[src/rtl/pair_stream_gen_pkg.sv]
// Shared types and defaults for the pair stream generator.
// State encodings are exported as plain vectors for legacy FSM code.
package pair_stream_pkg;

    localparam int DEF_CNT_W = 8;
    localparam int DEF_GAP_W = 4;

    typedef enum logic [3:0] {
        PRIME = 4'b0001,
        IDLE  = 4'b0010,
        HIGH  = 4'b0100,
        LOW   = 4'b1000
    } state_e;

    localparam logic [3:0] ST_PRIME = PRIME;
    localparam logic [3:0] ST_IDLE  = IDLE;
    localparam logic [3:0] ST_HIGH  = HIGH;
    localparam logic [3:0] ST_LOW   = LOW;

endpackage

[src/rtl/pair_stream_gen_if.sv]
// Request handshake plus serial stream / prediction outputs of the generator.
interface pair_stream_gen_if #(
    parameter int CNT_W = 8,
    parameter int GAP_W = 4
);
    logic             req_valid;
    logic             req_ready;
    logic [CNT_W-1:0] req_count;
    logic [GAP_W-1:0] req_gap;
    logic             dout;
    logic             exp_pulse;
    logic             busy;
    logic             done;

    modport master (
        output req_valid, req_count, req_gap,
        input  req_ready, dout, exp_pulse, busy, done
    );

    modport slave (
        input  req_valid, req_count, req_gap,
        output req_ready, dout, exp_pulse, busy, done
    );
endinterface

[src/rtl/pair_stream_gen_down_cnt.sv]
// Loadable saturating down-counter; zero flags "is zero, or becomes zero on
// this decrement" so the FSM can leave a state in the same cycle.
module down_cnt #(
    parameter int W = 8
) (
    input  logic         clk,
    input  logic         rst_n,
    input  logic         load,
    input  logic [W-1:0] load_val,
    input  logic         dec,
    output logic         zero
);

    logic [W-1:0] cnt;

    always_ff @(posedge clk or negedge rst_n) begin
        if (!rst_n)
            cnt <= '0;
        else if (load)
            cnt <= load_val;
        else if (dec && cnt != '0)
            cnt <= cnt - W'(1);
    end

    assign zero = (cnt == '0) || (dec && cnt == W'(1));

endmodule

[src/rtl/pair_stream_gen.sv]
// Drives a pair-detecting FSM's din with 2N ones separated by G zeros and
// predicts, cycle-aligned, where that detector must pulse.
module pair_stream_gen
    import pair_stream_pkg::*;
#(
    parameter int CNT_W = DEF_CNT_W,
    parameter int GAP_W = DEF_GAP_W
) (
    input  logic                clk,
    input  logic                rst_n,
    pair_stream_gen_if.slave    bus
);

    logic [3:0]       state;
    logic             phase;
    logic             done_q;
    logic [GAP_W-1:0] gap_q;
    logic             accept;
    logic             start;
    logic             ones_zero;
    logic             gap_zero;
    logic             gap_load;

    assign accept   = (state == ST_IDLE) && bus.req_valid;
    assign start    = accept && (bus.req_count != '0);
    assign gap_load = (state == ST_HIGH) && !ones_zero && (gap_q != '0);

    down_cnt #(.W(CNT_W + 1)) u_ones (
        .clk      (clk),
        .rst_n    (rst_n),
        .load     (start),
        .load_val ({bus.req_count, 1'b0}),
        .dec      (state == ST_HIGH),
        .zero     (ones_zero)
    );

    down_cnt #(.W(GAP_W)) u_gap (
        .clk      (clk),
        .rst_n    (rst_n),
        .load     (gap_load),
        .load_val (gap_q),
        .dec      (state == ST_LOW),
        .zero     (gap_zero)
    );

    // Phase tracks whether the next 1 completes a pair for the detector.
    always_ff @(posedge clk or negedge rst_n) begin
        if (!rst_n) begin
            state  <= ST_PRIME;
            phase  <= 1'b0;
            gap_q  <= '0;
            done_q <= 1'b0;
        end else begin
            done_q <= (accept && bus.req_count == '0) ||
                      (state == ST_HIGH && ones_zero);
            case (state)
                ST_PRIME: state <= ST_IDLE;
                ST_IDLE: begin
                    if (start) begin
                        state <= ST_HIGH;
                        gap_q <= bus.req_gap;
                        phase <= 1'b0;
                    end
                end
                ST_HIGH: begin
                    phase <= ~phase;
                    if (ones_zero)
                        state <= ST_IDLE;
                    else if (gap_q != '0)
                        state <= ST_LOW;
                end
                ST_LOW: begin
                    if (gap_zero)
                        state <= ST_HIGH;
                end
                default: state <= ST_PRIME;
            endcase
        end
    end

    assign bus.req_ready = (state == ST_IDLE);
    assign bus.dout      = (state == ST_HIGH);
    assign bus.exp_pulse = (state == ST_HIGH) && phase;
    assign bus.busy      = (state == ST_HIGH) || (state == ST_LOW);
    assign bus.done      = done_q;

endmodule

[src/flat_wrapper.sv]
// flat-port wrapper written by rule: the top's interface ports become plain ports
module pair_stream_gen_flat import pair_stream_pkg::*;
#(
    parameter int CNT_W = DEF_CNT_W,
    parameter int GAP_W = DEF_GAP_W
)
  (clk, rst_n, bus_req_valid, bus_req_count, bus_req_gap, bus_req_ready, bus_dout, bus_exp_pulse, bus_busy, bus_done);
  pair_stream_gen_if #(.CNT_W(CNT_W), .GAP_W(GAP_W)) bus_i ();
  input  logic clk;
  input  logic rst_n;
  input wire logic [$bits(bus_i.req_valid)-1:0] bus_req_valid;
  input wire logic [$bits(bus_i.req_count)-1:0] bus_req_count;
  input wire logic [$bits(bus_i.req_gap)-1:0] bus_req_gap;
  output wire logic [$bits(bus_i.req_ready)-1:0] bus_req_ready;
  output wire logic [$bits(bus_i.dout)-1:0] bus_dout;
  output wire logic [$bits(bus_i.exp_pulse)-1:0] bus_exp_pulse;
  output wire logic [$bits(bus_i.busy)-1:0] bus_busy;
  output wire logic [$bits(bus_i.done)-1:0] bus_done;
  assign bus_i.req_valid = bus_req_valid;
  assign bus_i.req_count = bus_req_count;
  assign bus_i.req_gap = bus_req_gap;
  assign bus_req_ready = bus_i.req_ready;
  assign bus_dout = bus_i.dout;
  assign bus_exp_pulse = bus_i.exp_pulse;
  assign bus_busy = bus_i.busy;
  assign bus_done = bus_i.done;
  pair_stream_gen #(.CNT_W(CNT_W), .GAP_W(GAP_W)) u_core (.clk(clk), .rst_n(rst_n), .bus(bus_i));
endmodule
[config.mk]
export PLATFORM = sky130hd
export DESIGN_NAME = pair_stream_gen_flat
export DESIGN_NICKNAME = d
export VERILOG_FILES = /design/src/rtl/pair_stream_gen_pkg.sv /design/src/rtl/pair_stream_gen_if.sv /design/src/rtl/pair_stream_gen_down_cnt.sv /design/src/rtl/pair_stream_gen.sv /design/src/flat_wrapper.sv
export SDC_FILE = /design/constraint.sdc
export NUM_CORES = 1
export LEC_CHECK = 0
export ABC_AREA = 1
export CORE_AREA = 10 10 64 66
export DETAILED_ROUTE_END_ITERATION = 8
export DIE_AREA = 0 0 74 76
export DONT_BUFFER_PORTS = 1
export GPL_TIMING_DRIVEN = 0
export HOLD_SLACK_MARGIN = 0.12
export PLACE_DENSITY = 0.72
export SLEW_MARGIN = 20
export SYNTH_ARGS = -nofsm -noshare
export SYNTH_HDL_FRONTEND = slang
export SYNTH_HIERARCHICAL = 1
export SYNTH_SLANG_ARGS = --single-unit
[constraint.sdc]
create_clock -name clk -period 4 [get_ports clk]
set_input_delay 0.4 -clock clk [delete_from_list [all_inputs] [get_ports clk]]
set_output_delay 0.4 -clock clk [all_outputs]
set_load 0.1 [all_outputs]
[Word-level counts from Yosys, hierarchy flattened]
Index checks and enable logic that the tools add are counted.
Word-level totals
  RAM bits: 0
  register bits after elaboration: 23
  latch bits: 0
  memories: 0
  memory bits (read-only): 0
  output and inout bits: 5
Cells by class
  multiply operators: 0
  $add $sub $neg: 2
  magnitude comparators: 0
  bitwise gates (word level): 1
  mux-type cells: 11
  shift operators: 0
  equality and inequality tests: 9
  divide/modulo/power cells: 0
  reduce and logical (&&, ||, !) cells: 29
Operator list (number)
  2-to-1 mux 4 bit: 6
  2-to-1 mux 9 bit: 2
  one-hot mux 4 bit (4 select lines): 1
  logical AND 1 bit: 11
  == test 9 x 1 -> 1 bit, second input constant: 1
  logical NOT 9 bit: 1
  nonzero test 9 bit: 1
  subtractor 9 x 1 -> 9 bit, second input constant: 1
  == test 4 x 1 -> 1 bit, second input constant: 2
  logical NOT 8 bit: 1
  nonzero test 4 bit: 2
  nonzero test 8 bit: 1
  nonzero test 2 bit: 3
  == test 4 x 2 -> 1 bit, second input constant: 1
  == test 4 x 3 -> 1 bit, second input constant: 1
  == test 4 bit, second input constant: 1
  logical NOT 4 bit: 1
  logical OR 1 bit: 4
  != test 2 x 1 -> 1 bit, second input constant: 2
  AND reduction 2 bit: 2
  subtractor 4 x 1 -> 4 bit, second input constant: 1
  != test 3 x 1 -> 1 bit, second input constant: 1
  AND reduction 3 bit: 1
  one-hot mux 1 bit (2 select lines): 1
  other kinds (3): 3

[Longest topological paths before layout]
  word-level depth: 7
  gate-level depth with buffers: 14
  mapped depth without buffers: 14

[By module]
The synthesis kept the hierarchy.
Modules (own cells, without submodules)
  down_cnt (u_core.u_ones): cells each 114, area an instance 759.5 um^2, instances 1
  pair_stream_gen: cells each 81, area an instance 575.6 um^2, instances 1
  down_cnt (u_core.u_gap): cells each 40, area an instance 281.5 um^2, instances 1

[Worst setup path after synthesis]
No wires, ideal clock.
  kind: reg-to-reg
  from: register u_core.state[0]
  to: register u_core.u_gap.cnt[3]
  arrival time: 2.320 ns
  data required time: 3.883 ns
  path buffers: 0
  cell stages (with the launch flop): 13
  period minus slack after synthesis: 2.437 ns
  setup slack: 1.563 ns
  library setup time: 0.117 ns
  cells stage by stage: dfstp_2 > nor2_1 > nand2_1 > inv_1 > nand3_1 > a21oi_1 > inv_1 > nand3_1 > nor2_1 > inv_2 > or2_1 > nand3_1 > nand2_1
On the way
  cells in the longest elaborated chain, start to end: 7
Ends and longest elaborated chain
  from (decl): line pair_stream_gen.sv:14  | logic [3:0] state;
  from (signal assigned): line pair_stream_gen.sv:49  | state <= ST_PRIME;
  from (signal assigned): line pair_stream_gen.sv:57  | ST_PRIME: state <= ST_IDLE;
  from (signal assigned): line pair_stream_gen.sv:60  | state <= ST_HIGH;
  == test 4 x 3 -> 1 bit (*)
  net bus_dout: line flat_wrapper.sv:15  | output wire logic [$bits(bus_i.dout)-1:0] bus_dout;
  logical AND 1 bit (*): line pair_stream_gen_down_cnt.sv:25  | assign zero = (cnt == '0) || (dec && cnt == W'(1));
  logical OR 1 bit (*): line pair_stream_gen_down_cnt.sv:25
  net u_core.ones_zero: line pair_stream_gen.sv:20  | logic ones_zero;
  logical NOT 1 bit (*): line pair_stream_gen.sv:26  | assign gap_load = (state == ST_HIGH) && !ones_zero && (gap_q != '0);
  logical AND 1 bit (*) (2 in series): line pair_stream_gen.sv:26
  net u_core.gap_load: line pair_stream_gen.sv:22  | logic gap_load;
  2-to-1 mux 4 bit or nonzero test 2 bit (tied branches)
  to (signal assigned): line pair_stream_gen_down_cnt.sv:20  | cnt <= load_val;
  to (signal assigned): line pair_stream_gen_down_cnt.sv:22  | cnt <= cnt - W'(1);
  to (decl): line pair_stream_gen_down_cnt.sv:14  | logic [W-1:0] cnt;
The timed path passes the listed nets; every way through them passes the cells marked *.
A chain may end at the register's enable or synchronous reset.

[Worst setup path after layout]
Ends and elaborated chain as after synthesis.

==> results by group <==
Route
  • Drt wl/cell: 11.71 microns
  • Detailed Route Iter0 Violations: 76
  • Via density: 4.967
  • Detailed-route DRC error count: 0
  • Total Routed Length: 3219 microns
  • Vias after detailed routing: 1366
  • Pre-antenna DRT Iters: 5
  • Final ANT Viol Nets: 0

Floorplanning
  • Io pins: 20
  • Die area: 5624 sq um
  • Starting Density: 0.5521
  • Die Height: 76 microns
  • Core ar.: 2928 sq um
  • Rows: 20
  • DIE WIDTH: 74 microns

Synth
  • Area leader, netlist: dfrtp_1
  • Mux cell area share after synthesis: 0
  • Simple-gate portion of the synthesized area: 0.4156
  • Synth top area cells: dfrtp_1 34%, nand2_1 18%, inv_1 7.7%, nand3_1 6.8%, nor2_1 5.1%
  • Largest family of logic cells by synthesized area: simple AND/OR/NAND/NOR gates
  • Seq/Total Area, Yosys: 0.3568
  • Seq cells post-synth: 23
  • Adder-cell share of the synthesized area: 0.03870
  • Library cells used by synthesis: 28
  • Synth Area in Compound Gates: 0.08050
  • Synthesized instance count: 235
  • Post-Syn Area: 1617 sq um
  • Synth Net Count: 255
  • YS warnings: 6
  • Post-synth top area share: 0.3406
  • Post-synthesis area per instance: 6.879 sq um
  • Xor/xnor share of the synthesized area: 0.005418

Job
  • Max-cap viol count: 0

STA
  • Clock skew: 0.005705 ns
  • Tmin final: 2.742 ns
  • Slew HR: 0.2677
  • Final period utilization: 0.6856
  • FMAX: 0.3647 GHz
  • Max-slew violation count: 0
  • Setup TNS: 0 ns
  • Final Hold Viols: 0
  • Worst setup margin: 1.258 ns
  • Unrepaired setup endpoints after global routing: false
  • Worst-Margin Slew: 1.097 ns
  • Final setup viols: 0

Clock tree
  • Worst-Skew Late Latency: 0.32 ns
  • Resized Gates After CTS: 0
  • Clock root cell: clkbuf_4
  • CTS clk-pin slew, worst paths: 0.13 ns
  • Clock Tree Buf Depth: 2
  • CTS buffer count: 3
  • Htree depth: 1
  • Clk sink count: 23
  • CTS tree: yes

Cells and area
  • Share of layout cells above drive strength 1: 0.1529
  • Layout net count: 263
  • Area growth syn-to-layout: 5.573%
  • Antenna diodes: 0

Global routing
  • Vias in the first global route: 1390
  • Initial antenna violation count: 0
  • Largest net degree at the start of global routing: 24
  • First-pass GRT wire length: 5934 microns
  • GR Overflow Total: 0
  • Total GRT Usage: 0.1264

Setup path
  • Crit path DAT: 2.97 ns
  • Crit-path max FO: 7
  • Setup CP Type: flip-flop to flip-flop
  • Kind of end point of the critical path: flip-flop
  • Required @ worst endpoint: 4.22 ns
  • Worst Setup Start Kind: flip-flop

Min path
  • Hold Path Class: primary input to flip-flop

Power and ir drop
  • Pwr Total: 1285 uW
  • Max VDD drop: 0.3905 mV
  • Power density over the cells: 753.1 nW/um^2
  • Pleak: 0.0009102 uW

Place
  • IO buf count: 0
  • DP Worst Slack: 1.262 ns
  • GP Congestion: 0.7715
  • HPWL Detailed: 2551 microns

Run status
  • Outcome: completed
## per-stage QoR
step                hold slack [ns]  utilization  area [sq um]  instances
floorplan                    0.1044            -          1617        235
global placement             0.1052       0.5662          1658        268
detailed placement           0.1052       0.5684          1664        269
CTS                          0.1735       0.5812          1702        274
global route                 0.1758       0.5829          1707        275
finish                       0.1869       0.5829          1707        275
## cells in the mapped netlist
cell type  count
a21oi_1        3
buf_6          1
clkbuf_1       1
clkinv_4       1
conb_1         1
dfrtp_1       22
dfstp_2        1
ha_1           5
inv_1         33
inv_2          4
nand2_1       79
nand2_2        8
nand2_4        3
nand3_1       22
nand3_2        1
nand3_4        1
nand4_1        2
nor2_1        22
nor2_2         3
nor2_4         3
o211ai_1       1
o21ai_0        7
o21ai_1        3
o21ai_2        4
o21ai_4        1
o22ai_1        1
or2_1          1
xnor2_1        1
## cell families after synthesis
kind of cell,after synthesis
AND/OR/NAND/NOR,145
buffers and inverters,40
flip-flops,23
AO/OA/AOI/OAI,20
adder cells (fa/ha/maj),5
XOR/XNOR,1
other,1
## path summary, 6_finish.rpt
path                            startpoint  slack (ns)              endpoint  cells past startpoint
setup / recovery           u_core/state[0]        1.26   u_core/u_gap/cnt[3]                     12
hold / removal              bus_req_gap[1]        0.19       u_core/gap_q[1]                      2
setup reg to reg           u_core/state[0]        1.26   u_core/u_gap/cnt[3]                     12
hold reg to reg            u_core/gap_q[0]        0.52       u_core/gap_q[0]                      2
max in group asynchronous            rst_n        3.07       u_core/state[0]                      2
min in group asynchronous            rst_n        0.56  u_core/u_ones/cnt[2]                      2
## sequential cells by signal, indices dropped and copies added, names as in the netlist
register           cells
u_core/phase           1
u_core/u_ones/cnt      9
u_core/u_gap/cnt       4
u_core/state           4
u_core/gap_q           4
u_core/bus.done        1
## cell type report
cell class              instances  area [sq um]
clock inverters                 1         5.005
fillers                       289          1221
clock buffers                   3         22.52
repair buffers                  3         18.77
flip-flops and latches         23         576.8
inverters                      38         147.6
well taps                      33         41.29
multi-input cells             172         879.6
plain buffers                   2         15.01
## repair_timing
action / CTS / global route
hold buffers: 1 / 1
buffers inserted: 0 / 0
hold endpoints to repair: 23 / 22
## per-layer routing
layer	wire, microns	part of all wire	track usage
met1	1600	0.50	0.1705
met2	1395	0.43	0.1894
met3	178	0.055	0.02995
met4	44	0.014	0.04291
met5	0	0	0
## worst max-delay path, stage by stage, from the launching register on
cell	delay [ns]
dfstp_2	0.57
nor2_1	0.07
nand2_1	0.17
inv_1	0.48
nand3_1	0.25
a21oi_1	0.08
inv_1	0.09
nand3_1	0.12
nor2_1	0.36
inv_2	0.11
or2_1	0.22
nand3_1	0.08
nand2_1	0.05
## cell usage in the layout, fill, tap and decap left out
cell type,n
dfrtp_1,22
buf_1,1
or2_1,1
o21ai_4,1
nand4_1,2
nor2_4,3
o22ai_1,1
nand3_2,1
o211ai_1,1
clkinv_2,1
ha_1,5
dfstp_2,1
inv_2,4
nand2_1,79
xnor2_1,1
clkbuf_4,3
o21ai_2,4
buf_6,1
nor2_2,4
conb_1,1
o21ai_1,3
dlygate4sd3_1,1
o21ai_0,7
nand3_4,1
clkinv_4,1
buf_2,1
nand2_4,3
nand3_1,22
nor2_1,21
inv_1,33
a21oi_1,3
clkbuf_1,1
nand2_2,8
## power breakdown
| part | internal (uW) | leakage [uW] | switching (uW) |
|---|---|---|---|
| combinational | 246 | 0.000602 | 492 |
| sequential | 338 | 0.000291 | 97.6 |
| clock | 37.5 | 0.0000177 | 74.3 |
| total | 622 | 0.000910 | 664 |
(Power assumes the default switching activity.)
==> patch 1 (same flow settings) <==
`DEF_CNT_W`: 8 -> 12.
--- a/src/rtl/pair_stream_gen_pkg.sv
+++ b/src/rtl/pair_stream_gen_pkg.sv
@@ -3,5 +3,5 @@
 package pair_stream_pkg;
 
-    localparam int DEF_CNT_W = 8;
+    localparam int DEF_CNT_W = 12;
     localparam int DEF_GAP_W = 4;
 
Interface: changed (resized bus_req_count); port bits go from 20 to 24. No check against the original RTL was run, so the function may have changed too.
==> patch 1 against the original RTL <==
  * Via count increased by 15%
  * Cell area increased by 20%
  * Setup slack got worse by 190 ps
  * Area after synthesis increased by 18%
  * Sequential cell count rose by 4
  * Combinational power increased by 8.1%
  * Core utilization rose by 12 points
  * Total power rose by 13%
  * Die area is the same
  * Wire length grew 17%
==> patch 1: results (changes against the original RTL) <==
stage,metric,value,unit,change
placement,post-placement cell count,299,,was 269
cts,"Clk pin slew, worst setup/hold paths",160,ps,was 130 ps
routing,vias after detailed routing,1573,,"was 1,366"
synth,Synthesized Nets,288,,was 255
min_path,Hold Startpoint,bus_req_gap[2],,was bus_req_gap[1]
global_route,GRT Util Overall,14.3,%,was 12.6%
min_path,hold endpoint,u_core/gap_q[2]$_DFFE_PN0P_,,was u_core/gap_q[1]$_DFFE_PN0P_
routing,Iteration-0 DRC Markers,139,,was 76
cells_and_area,layout cells sized above 1,15.1,%,was 15.3%
global_route,vias in the first global route,1539,,"was 1,390"
synth,post-synthesis cell type count,35,,was 28
global_route,largest net degree at the start of global routing,28,,was 24
outcome,status,"finished, final reports clean",,unchanged
timing,final setup margin,1070,ps,was 1260 ps
synth,sequential share of the synthesized area,35.5,%,was 35.7%
timing,Clock Skews,8.76,ps,was 5.70 ps
cells_and_area,fin cells,305,,was 275
routing,final wirelength,3.77,mm,was 3.22 mm
synth,Post-synth top cells,"nand2_1 (93), dfrtp_1 (26), nor2_1 (26)",,"was nand2_1 (79), inv_1 (33), dfrtp_1 (22), nand3_1 (22), nor2_1 (22)"
timing,hold_ws,152,ps,was 187 ps
pwr,Lkg Pwr,0.00101,uW,was 0.000910 uW
global_route,global-route wire length before repair,6.76,mm,was 5.93 mm
synth,ranking of synthesized cells by area,"dfrtp_1 (34%), nand2_1 (18%), nand3_1 (5.8%)",,"was dfrtp_1 (34%), nand2_1 (18%), inv_1 (7.7%)"
cts,Skew-Pair Late Insertion Delay,340,ps,was 320 ps
routing,1st-pass router iterations,4,,was 5
pwr,Max VDD drop,0.547,mV,was 0.391 mV
pwr,Pint,720,uW,was 622 uW
placement,Placed Area,1980,um^2,was 1660 um^2
cells_and_area,max reg flops,13,,was 9
placement,GPL Wtd Cong,0.847,,was 0.772
==> patch 1: cell count changes after synthesis, sizes merged, moves of 2 or more <==
cell	change
inv	-9
xor2	+2
nor2	+10
dfrtp	+4
nand3b	+2
nand2	+13
==> patch 1: worst max-delay path, stage by stage (launching register included) <==
cell and delay (ps):
dfstp_2 560, nor2_1 60, nand3_1 200, inv_1 560
a21oi_1 310, nor2_1 80, inv_1 90, nand4_1 160
nor2_1 370, inv_2 110, or2_1 220, nand3_1 70
nand2_1 40
==> patch 1: metal layers <==
metal | wire, um | GRT usage [%] | vias up | share of wire [%]
met5 | 0 | 0 | - | 0
met4 | 14 | 4.10 | 0 | 0.37
met3 | 194 | 3.13 | 2 | 5.1
met2 | 1630 | 20.3 | 20 | 43
met1 | 1930 | 20.7 | 706 | 51
li1 | - | - | 845 | -
==> patch 1: cell type report <==
class / count / area, um^2
Tap cell: 33 / 41.3
Inverter: 29 / 111
Timing Repair Buffer: 4 / 61.3
Fill cell: 264 / 883
Sequential cell: 27 / 677
Buffer: 2 / 25.0
Multi-Input combinational cell: 206 / 1100
Clock buffer: 3 / 22.5
Clock inverter: 1 / 7.51
==> patch 1: logic make-up (layout without fill, tap and decap cells) <==
family,Yosys count,after routing,share of synthesized area (%)
and+or+nand+nor,174,174,45.0
buffers and inverters,31,39,7.14
DFF,27,27,35.5
AOI/OAI and AO/OA,22,22,7.14
adders and majority gates,5,5,3.28
xor gates and xnor gates,4,4,1.84
other,1,1,0.196
==> patch 1: power by group through the flow <==
stage	logic, uW	clock network (uW)	registers [uW]
floorplan	682	0	502
global placement	769	0	527
detailed placement	793	0	529
CTS	804	134	522
global route	925	142	545
finish	798	129	523
==> patch 1: timing repair <==
item	in CTS	in global routing
setup endpoints to repair	0	0
hold buffers	2	0
endpoints found under the hold margin	27	0
==> patch 2 (same flow settings) <==
Without the edit above. Reset style: synchronous (`rst_n`), changed in 2 clocked blocks.
--- a/src/rtl/pair_stream_gen_down_cnt.sv
+++ b/src/rtl/pair_stream_gen_down_cnt.sv
@@ -14,5 +14,5 @@
     logic [W-1:0] cnt;
 
-    always_ff @(posedge clk or negedge rst_n) begin
+    always_ff @(posedge clk) begin
         if (!rst_n)
             cnt <= '0;
--- a/src/rtl/pair_stream_gen.sv
+++ b/src/rtl/pair_stream_gen.sv
@@ -45,5 +45,5 @@
 
     // Phase tracks whether the next 1 completes a pair for the detector.
-    always_ff @(posedge clk or negedge rst_n) begin
+    always_ff @(posedge clk) begin
         if (!rst_n) begin
             state  <= ST_PRIME;
Behaviour: differs if rst_n is asserted again (counterexample within 4 cycles, from zero or initial values and one cycle with rst_n low); with rst_n held inactive, the same outputs for 10 cycles.
==> patch 2 against the original RTL <==
  * Count of clock-buffer cells in the layout did not move
  * Area after synthesis fell by 5.1%
  * Wire length rose by 8.3%
  * Critical endpoint is now u_core/u_gap/cnt[2]$_SDFFE_PN0P_
  * Synthesized cell count rose by 5.1%
  * Cell area fell by 5.9%
  * Fmax rose by 14%
  * Cell count rose by 3.3%
  * Sequential share of layout area fell by 5.1 points
  * Sequential cell count did not move
  * Setup slack improved by 340 ps
  * Hold slack got worse by 22 ps
  * Via count rose by 6.1%
Power is not compared: it rests on default switching activity, and its combinational part moved more than twofold at a synthesized area within 25%.
==> patch 2: results (changes against the original RTL) <==
stage,metric,value,unit,change
placement,Placed Area,1580,um^2,was 1660 um^2
synth,Synth Area in Compound Gates,12.8,%,was 8.05%
cells_and_area,Filler cells,302,,was 289
synth,ranking of synthesized cells by area,"dfxtp_1 (30%), nand2_1 (15%), nor2_1 (9.3%)",,"was dfrtp_1 (34%), nand2_1 (18%), inv_1 (7.7%)"
timing,measured slew at the worst slew-check pin,1080,ps,was 1100 ps
cts,post_cts resized,0,,unchanged
setup_path,Top Family by Delay on Critical Path,buffers and inverters,,was simple AND/OR/NAND/NOR gates
global_route,met1 usage,15.2,%,was 17.1%
global_route,GRT Util Overall,12.6,%,about the same
setup_path,Arrival @ worst endpoint,2690,ps,was 2970 ps
outcome,status,"finished, final reports clean",,unchanged
setup_path,R2R setup slack,1600,ps,was 1260 ps
cts,CTS HTree Levels,1,,unchanged
cts,Num CTS Buffers,3,,unchanged
synth,Post-synth top cells,"nand2_1 (60), nor2_1 (38), inv_1 (37)",,"was nand2_1 (79), inv_1 (33), dfrtp_1 (22), nand3_1 (22), nor2_1 (22)"
synth,Synthesized Nets,267,,was 255
global_route,routing usage on met2,20.5,%,was 18.9%
synth,sequential share of the synthesized area,30.0,%,was 35.7%
global_route,largest net degree at the start of global routing,19,,was 24
global_route,global-route met3 utilization,3.52,%,was 2.99%
synth,ys flop type,dfxtp_1,,was dfrtp_1
synth,Synth Area in XOR/XNOR,1.14,%,was 0.542%
timing,Clock Skews,2.28,ps,was 5.70 ps
cells_and_area,layout cells sized above 1,12.0,%,was 15.3%
routing,1st-pass router iterations,4,,was 5
routing,wl on met1,1.60,mm,about the same
setup_path,"slowest stage cell, crit path",inv_2,,was dfstp_2
routing,vias per inst,5.11,,was 4.97
timing,period utilization,60.1,%,was 68.6%
global_route,global-route wire length before repair,5.92,mm,was 5.93 mm
global_route,vias in the first global route,1354,,"was 1,390"
cells_and_area,max reg flops,9,,unchanged
routing,Met3 Wirelength,199,um,was 178 um
synth,post-synthesis cell type count,29,,was 28
synth,synthesis warning total,6,,unchanged
routing,WL met2,1.63,mm,was 1.40 mm
setup_path,CP peak stage delay,470,ps,was 570 ps
synth,async set-reset flop share out of synthesis,0,%,was 100%
routing,wire per inst,12.3,um,was 11.7 um
timing,hold_ws,165,ps,was 187 ps
routing,Iteration-0 DRC Markers,85,,was 76
placement,dpl hpwl,2.66,mm,was 2.55 mm
synth,Adder-Cell Fraction of Synth Area,4.08,%,was 3.87%
placement,GPL Wtd Cong,0.847,,was 0.772
## patch 2: cell count changes in the layout (fill, tap and decap cells not counted), moves of 2 or more
cell     change
dfxtp_1     +23
dfrtp_1     -22
nand2_1     -19
nor2_1      +16
o21ai_0     +10
a21oi_1      +7
inv_1        +4
o21ai_2      -4
a21oi_2      +3
nand2_2      -3
inv_2        -2
nor2_4       -2
nor3_1       +2
o21ai_1      -2
## patch 2: power breakdown
group	switching [uW]	internal, uW	leakage (uW)
clock	78.2	37.5	0.0000177
combinational	109	52.1	0.000584
sequential	12.7	243	0.000186
## patch 2: final cells by class
class	count	area, um^2	area share [%]
clock buffer	3	22.5	1.40
multi-input combinational	180	900	56.0
inverter	43	173	10.8
clock inverter	1	5.00	0.312
tap	33	41.3	2.57
buffer	1	3.75	0.234
sequential	23	460	28.7
## patch 2: cells by family after synthesis
kind of cell / after synthesis
XOR/XNOR: 2
adder cells (fa/ha/maj): 5
flip-flops: 23
other: 1
AND/OR/NAND/NOR: 138
AO/OA/AOI/OAI: 34
buffers and inverters: 44
## patch 2: final timing paths
path                                                   start                               end  cells past startpoint
worst max-delay path            u_core/state[0]$_SDFFE_PN1P_  u_core/u_gap/cnt[2]$_SDFFE_PN0P_                     13
worst min-delay path                                   rst_n      u_core/state[0]$_SDFFE_PN1P_                      1
worst max register to register  u_core/state[0]$_SDFFE_PN1P_  u_core/u_gap/cnt[2]$_SDFFE_PN0P_                     13
worst min register to register     u_core/phase$_SDFFE_PN0P_         u_core/phase$_SDFFE_PN0P_                      2
## patch 2: stage by stage
step	cells	utilization [%]	setup slack, ps
after global routing	284	54.8	1320
after detailed placement	280	53.9	1640
after global placement	280	53.8	1600
after CTS	284	54.8	1610
after floorplan	247	-	1730
final	284	54.8	1600
